==> src/rtl/stall_ctrl_pkg.sv <==
// Shared definitions for stall_ctrl: stall patterns, Stop/NoStop levels,
// multi-cycle op codes and FSM state encoding.
package stall_ctrl_pkg;

  localparam logic STOP   = 1'b1;
  localparam logic NOSTOP = 1'b0;

  // Bit order is [0]pc [1]if [2]id [3]ex [4]mem [5]wb.
  localparam logic [5:0] STALL_EX   = {NOSTOP, NOSTOP, STOP, STOP, STOP, STOP};
  localparam logic [5:0] STALL_ID   = {NOSTOP, NOSTOP, NOSTOP, STOP, STOP, STOP};
  localparam logic [5:0] STALL_NONE = '0;

  localparam logic [1:0] CNT_FIRST  = 2'b00;
  localparam logic [1:0] CNT_SECOND = 2'b01;

  typedef enum logic [1:0] {
    MC_NONE = 2'b00,
    MC_MADD = 2'b01,
    MC_DIV  = 2'b10,
    MC_RSVD = 2'b11
  } mc_kind_e;

  typedef enum logic [1:0] {
    S_IDLE     = 2'b00,
    S_MADD2    = 2'b01,
    S_DIV_WAIT = 2'b10
  } state_e;

  function automatic logic [5:0] stall_pattern(input logic req_ex, input logic req_id);
    if (req_ex)      return STALL_EX;
    else if (req_id) return STALL_ID;
    else             return STALL_NONE;
  endfunction

endpackage

==> src/rtl/stall_ctrl_sat_cnt32.sv <==
// 32-bit event counter that sticks at all-ones; synchronous active-low reset.
module sat_cnt32 (
  input  logic        clk,
  input  logic        rst_n,
  input  logic        inc_i,
  output logic [31:0] cnt_o
);

  logic [31:0] cnt_q, cnt_d;

  always_comb begin
    cnt_d = cnt_q;
    if (inc_i && (cnt_q != '1)) cnt_d = cnt_q + 32'd1;
  end

  // NOTE: sequential state uses non-blocking assignments so every flop samples pre-edge values.
  always_ff @(posedge clk) begin
    if (!rst_n) cnt_q <= '0;
    else        cnt_q <= cnt_d;
  end

  assign cnt_o = cnt_q;

endmodule

==> src/rtl/stall_ctrl.sv <==
// Pipeline stall controller with madd/msub and divider sequencing.
// Optional perf counters are enabled by defining STALL_CTRL_PERF_EN.
module stall_ctrl
  import stall_ctrl_pkg::*;
#(
  parameter int DIV_MAX_CYCLES = 40
) (
  input  logic        clk,
  input  logic        rst,
  input  logic        stallreq_from_id,
  input  logic        stallreq_from_ex,
  input  logic [1:0]  ex_mc_kind,
  input  logic        div_ready_i,
  input  logic        flush,
  output logic [5:0]  stall,
  output logic [1:0]  cnt_o,
  output logic        div_start_o,
  output logic        div_annul_o,
  output logic        div_timeout_o
`ifdef STALL_CTRL_PERF_EN
  ,
  output logic [31:0] perf_stall_cyc,
  output logic [31:0] perf_div_cyc
`endif
);

  localparam logic [5:0] WAIT_LAST = 6'(DIV_MAX_CYCLES - 1);

  state_e     state_q, state_d;
  logic [5:0] wcnt_q, wcnt_d;
  logic       tout_q, tout_d;

  logic       mc_req;
  logic [1:0] cnt_raw;
  logic       start_raw;
  logic       annul_raw;

  // NOTE: every always_comb output gets a default first so no path infers a latch.
  always_comb begin
    state_d   = state_q;
    wcnt_d    = wcnt_q;
    tout_d    = tout_q;
    mc_req    = 1'b0;
    cnt_raw   = CNT_FIRST;
    start_raw = 1'b0;
    annul_raw = 1'b0;

    unique case (state_q)
      S_IDLE: begin
        if (!flush) begin
          unique case (mc_kind_e'(ex_mc_kind))
            MC_MADD: begin
              mc_req  = 1'b1;
              state_d = S_MADD2;
            end
            MC_DIV: begin
              mc_req    = 1'b1;
              start_raw = 1'b1;
              wcnt_d    = '0;
              state_d   = S_DIV_WAIT;
            end
            default: ;
          endcase
        end
      end

      S_MADD2: begin
        cnt_raw = CNT_SECOND;
        state_d = S_IDLE;
      end

      S_DIV_WAIT: begin
        // Flush wins over a same-cycle result or timeout.
        if (flush) begin
          annul_raw = 1'b1;
          state_d   = S_IDLE;
        end else if (div_ready_i) begin
          state_d = S_IDLE;
        end else if (wcnt_q == WAIT_LAST) begin
          mc_req    = 1'b1;
          start_raw = 1'b1;
          annul_raw = 1'b1;
          tout_d    = 1'b1;
          state_d   = S_IDLE;
        end else begin
          mc_req    = 1'b1;
          start_raw = 1'b1;
          wcnt_d    = wcnt_q + 6'd1;
        end
      end

      default: state_d = S_IDLE;
    endcase
  end

  always_ff @(posedge clk) begin
    if (!rst) begin
      state_q <= S_IDLE;
      wcnt_q  <= '0;
      tout_q  <= 1'b0;
    end else begin
      state_q <= state_d;
      wcnt_q  <= wcnt_d;
      tout_q  <= tout_d;
    end
  end

  // Reset held low silences every output, including the sticky flag.
  assign stall         = rst ? stall_pattern(mc_req | stallreq_from_ex, stallreq_from_id) : STALL_NONE;
  assign cnt_o         = rst ? cnt_raw   : CNT_FIRST;
  assign div_start_o   = rst & start_raw;
  assign div_annul_o   = rst & annul_raw;
  assign div_timeout_o = rst & tout_q;

`ifdef STALL_CTRL_PERF_EN
  logic [31:0] stall_cyc, div_cyc;

  sat_cnt32 u_stall_cnt (
    .clk   (clk),
    .rst_n (rst),
    .inc_i (stall[0]),
    .cnt_o (stall_cyc)
  );

  sat_cnt32 u_div_cnt (
    .clk   (clk),
    .rst_n (rst),
    .inc_i (state_q == S_DIV_WAIT),
    .cnt_o (div_cyc)
  );

  assign perf_stall_cyc = rst ? stall_cyc : '0;
  assign perf_div_cyc   = rst ? div_cyc   : '0;
`endif

endmodule

==> config.mk <==
export PLATFORM = sky130hd
export DESIGN_NAME = stall_ctrl
export DESIGN_NICKNAME = d
export VERILOG_FILES = /design/src/rtl/stall_ctrl_pkg.sv /design/src/rtl/stall_ctrl_sat_cnt32.sv /design/src/rtl/stall_ctrl.sv
export SDC_FILE = /design/constraint.sdc
export NUM_CORES = 1
export LEC_CHECK = 0
export ABC_AREA = 1
export CORE_MARGIN = 5
export CORE_UTILIZATION = 46
export DETAILED_ROUTE_END_ITERATION = 16
export HOLD_SLACK_MARGIN = 0.08
export PLACE_DENSITY_LB_ADDON = 0.2
export SLEW_MARGIN = 10
export SYNTH_ARGS = -nofsm -noshare
export SYNTH_HDL_FRONTEND = slang
export SYNTH_SLANG_ARGS = --single-unit
==> constraint.sdc <==
create_clock -name clk -period 2.36 [get_ports clk]
set_input_delay 0.472 -clock clk [delete_from_list [all_inputs] [get_ports clk]]
set_output_delay 0.472 -clock clk [all_outputs]
set_load 0.01 [all_outputs]
* After elaboration in Yosys (flattened, before gate mapping)
Cells that the tools add are included.
** Storage, ports and cells
- Flip-flop bits (word level) :: 9
- Input bits :: 8
- Output and inout port bits :: 11
** Cells by class
- Add/sub/neg operators :: 1
- Equal/unequal tests :: 12
- Multiplexer cells :: 29
- Bitwise logic cells :: 6
- Reduce and logical (&&, ||, !) cells :: 6
** Operator list (number)
- two-way mux 6 bit :: 6
- one-hot mux 6 bit (2 select lines) :: 1
- two-way mux 1 bit :: 11
- two-way mux 2 bit :: 5
- != test 2 bit (second input constant) :: 4
- one-hot mux 2 bit (2 select lines) :: 2
- adder 6 x 1 -> 6 bit (second input constant) :: 1
- == test 6 bit (second input constant) :: 1
- AND reduction 6 bit :: 1
- == test 2 x 1 -> 1 bit (second input constant) :: 2
- == test 2 bit (second input constant) :: 2
- two-way mux 4 bit :: 1
- != test 4 bit (second input constant) :: 1
- one-hot mux 1 bit (2 select lines) :: 2
- AND reduction 4 bit :: 1
- AND 1 bit :: 3
- two-way mux 3 bit :: 1
- != test 3 x 1 -> 1 bit (second input constant) :: 1
- AND reduction 3 bit :: 1
- zero test 2 bit :: 1
- != test 2 x 1 -> 1 bit (second input constant) :: 1
- inverter 1 bit :: 2
- nonzero test 2 bit :: 1
- OR reduction 2 bit :: 1
- OR 1 bit :: 1

* Depth between registers and ports, before layout
- Depth in word-level cells :: 8
- Gate-level depth with buffers :: 11

* Worst setup path after synthesis
Ideal clock, no wire load.
- Path kind :: input to output
- Start point :: in ex_mc_kind[0]
- End point :: out stall[1]
- Arrival time :: 1.662 ns
- Required time :: 1.888 ns
- Setup slack :: 0.226 ns
- Stages on the path :: 7
- Buffers on the path :: 1
- Cells stage by stage :: inv_1 -> ha_1 -> or2_2 -> o21ai_1 -> nor2_1 -> o21ai_1 -> buf_4
** On the way
- Longest elaborated chain between the ends :: 8
** Ends and longest elaborated chain
- from (decl) :: RTL line stall_ctrl.sv:12 : input logic [1:0] ex_mc_kind,
- == test 2 bit / == test 2 x 1 -> 1 bit (equally long branches) :: RTL line stall_ctrl.sv:51 : unique case (mc_kind_e'(ex_mc_kind))
- OR reduction 2 bit (no source line) (*)
- two-way mux 1 bit (*) :: RTL line stall_ctrl.sv:51
- two-way mux 1 bit (*) :: RTL line stall_ctrl.sv:50 : if (!flush) begin
- one-hot mux 1 bit (2 select lines) (*) :: RTL line stall_ctrl.sv:48 : unique case (state_q)
- OR 1 bit (*) :: RTL line stall_ctrl.sv:109 : assign stall = rst ? stall_pattern(mc_req | stallreq_from_ex, stallreq_from_id) : STALL_NONE;
- two-way mux 4 bit (*) :: RTL line stall_ctrl_pkg.sv:30 : if (req_ex) return STALL_EX;
- two-way mux 6 bit (*) :: RTL line stall_ctrl.sv:109
- to (decl) :: RTL line stall_ctrl.sv:15 : output logic [5:0] stall,
Every way passes the cells marked *; elsewhere a longest branch is shown, timed or not.

* Final worst setup path
- Start point :: in rst
- End point :: out cnt_o[0]
** On the way
- Longest elaborated chain between the ends :: 1
** Ends and longest elaborated chain
- from (decl) :: RTL line stall_ctrl.sv:9 : input logic rst,
- two-way mux 2 bit :: RTL line stall_ctrl.sv:110 : assign cnt_o = rst ? cnt_raw : CNT_FIRST;
- to (decl) :: RTL line stall_ctrl.sv:16 : output logic [1:0] cnt_o,
No other way between the ends.

==> impl_metrics.env <==
export IMPL_run_status="completed"
export IMPL_final_routed_wirelength_um=1600
export IMPL_synth_cell_type_count=26
export IMPL_detailedPlace_worstSlack_ns=-0.656
export IMPL_timing_critical_path_required_ns=1.89
export IMPL_hold_viol_final=0
export IMPL_clkLatencyLatePin_ns=0.26
export IMPL_clkSlewWorstSetupHoldPaths_ns=0.06
export IMPL_worstPathCellList="clkdlybuf4s50_1, buf_4, nand2_1, nor2_1, clkdlybuf4s50_1"
export IMPL_design_final_nets=140
export IMPL_timing_final_crit_share_pct=95.8
export IMPL_core_region_area_um2=1470
export IMPL_post_cts_setup_buffers=0
export IMPL_crit_path_end_kind="output pin"
export IMPL_worst_path_most_repeated_cell="sky130_fd_sc_hd__clkdlybuf4s50_1"
export IMPL_hpwl_um=1330
export IMPL_drt_antenna_violating_nets=0
export IMPL_worstHoldPathType="reg2reg"
export IMPL_final_layout_size_suffix_gt1_share_pct=34.9
export IMPL_drt_wl_cell_um=11.0
export IMPL_wire_length_of_the_first_global_routing_pass_um=2800
export IMPL_die_span_x_um=48.8
export IMPL_rrSetupSlack_ns=0.99
export IMPL_fin_tns_setup_ns=0
export IMPL_synth_yosys_seq_area_share_pct=26.0
export IMPL_finalWeightedCongestion=0.791
export IMPL_global_route_overflow_total=0
export IMPL_max_freq_mhz=442
export IMPL_antenna_cells_inserted=0
export IMPL_max_cap_violations=0
export IMPL_final_setup_viol_count=0
export IMPL_worst_setup_path_type="in2out"
export IMPL_mappedNetlistArea_um2=692
export IMPL_fin_crit_ns=2.26
export IMPL_final_core_util_pct=64.2
export IMPL_via_count_of_the_first_global_routing_pass=691
export IMPL_detail_route_vias_per_cell=4.74
export IMPL_synth_warning_count=0
export IMPL_start_util_pct=47.0
export IMPL_port_buffers=15
export IMPL_detail_route_drc_violations=0
export IMPL_synth_seq_cells=9
export IMPL_finalMaxSlewViolations=0
export IMPL_design_die_area_um2=2380
export IMPL_initial_antenna_violation_count=0
export IMPL_crit_slowest_cell="sky130_fd_sc_hd__clkdlybuf4s50_1"
export IMPL_die_height_um=48.8
export IMPL_drt_first_pass_iters=2
export IMPL_gr_usage_all_layers_pct=15.0
export IMPL_syn_mean_instance_area_um2=6.78
export IMPL_worstPathMaxFanout=3
export IMPL_timing_clock_skew_ns=0.00122
export IMPL_grt_start_max_net_pins=7
export IMPL_cts_buffer_depth=2
export IMPL_cts_tree="built"
export IMPL_cts_inserted_buffers=3
export IMPL_drt_iter0_markers=4
export IMPL_arrival_ns=1.79
export IMPL_root_buffer="sky130_fd_sc_hd__clkbuf_4"
export IMPL_number_of_sinks_handled_by_clock_tree_synthesis=9
export IMPL_ios=19
export IMPL_power_density_cell_area_nw_per_um2=384
export IMPL_via_count=687
export IMPL_num_fill_cells=145
export IMPL_timing_final_ws_setup_ns=0.0988
export IMPL_holdWs_ns=0.453
export IMPL_syn_inst=102
export IMPL_worst_ir_drop_vdd_mv=0.235
export IMPL_totalPowerFinal_w=0.000363
export IMPL_cp_slowest_stage_delay_ns=0.55
export IMPL_setup_worst_path_start_class="input pin"
export IMPL_placement_rows=14
export IMPL_area_growth_from_synthesis_to_layout_pct=36.5
export IMPL_cellLeakagePower_nw=0.442
export IMPL_ctsHtreeMaxLevel=1
worst paths after layout:
kind	startpoint	to	cells past startpoint
min reg2reg	tout_q	tout_q	2
max	rst	cnt_o[0]	5
min	tout_q	tout_q	2
max reg2reg	wcnt_q[0]	wcnt_q[1]	9
per-layer routing:
layer  up-vias  part of all wire (%)  GRT usage, %
met2        14                    55          27.2
met3         4                   4.6          5.20
met1       302                    38          14.1
li1        367                     -             -
met5         -                     0             0
met4         0                   2.1          9.42
power breakdown:
part           internal, W  leakage (nW)  switching [W]  total [W]
Clock            0.0000651        0.0150      0.0000526   0.000118
Sequential        0.000156        0.0737     0.00000393   0.000160
Combinational    0.0000418         0.353      0.0000437  0.0000855
metrics by stage:
step                instances  instance area [µm²]
finish                    145                  945
global route              145                  945
CTS                       145                  928
detailed placement        141                  915
global placement          141                  915
floorplan                 104                  699
synthesized netlist by cell type (all sizes together):
| master | n | share of area, % |
|---|---|---|
| a21oi | 5 | 4.7 |
| nand3 | 6 | 6.1 |
| nand3b | 1 | 1.1 |
| or2 | 3 | 3.1 |
| inv | 14 | 8.0 |
| clkinv | 1 | 0.54 |
| nand2 | 30 | 21 |
| conb | 1 | 0.54 |
| buf | 5 | 5.4 |
| o31ai | 1 | 1.1 |
| nor3 | 3 | 3.8 |
| ha | 2 | 3.6 |
| o21ai | 3 | 2.7 |
| nand4 | 2 | 1.8 |
| nor2 | 16 | 11 |
| dfxtp | 9 | 26 |
cell type report:
type | count | area (µm²) | area share, %
timing repair buffer | 26 | 216 | 22.9
tap | 16 | 20.0 | 2.12
multi-input combinational | 75 | 440 | 46.6
inverter | 15 | 58.8 | 6.23
clock buffer | 4 | 26.3 | 2.78
sequential | 9 | 183 | 19.3
state kept, by name, summed over array words and instances, names as in the netlist:
register,cells
tout_q,1
wcnt_q,6
state_q,2
cells in the final DEF (no fill, tap or decap), drive strengths merged, types with 2 or more instances in the layout:
master	count
nand4	2
ha	2
conb	3
a21oi	5
o21ai	3
dfxtp	9
nand3	6
or2	3
clkdlybuf4s50	7
nor2	16
nor3	3
dlymetal6s2s	2
inv	14
nand2	30
buf	15
clkbuf	4
worst max-delay path, delay by kind of cell:
family	cells	cell delay [ns]
buffers and inverters	3	1.18
AND/OR/NAND/NOR	2	0.15
cell families after synthesis:
family	after synthesis	share of synthesized area, %
DFF	9	26.0
adders and majority gates	2	3.62
other	1	0.542
and+or+nand+nor	61	47.4
AOI/OAI and AO/OA	9	8.50
buffers and inverters	20	13.9
what timing repair did:
item	CTS	global route
hold buffers	0	0
pin swaps	3	5
endpoints found under the setup margin	6	6
resized for setup	21	8
No activity file was read; power rests on OpenSTA's default activity.
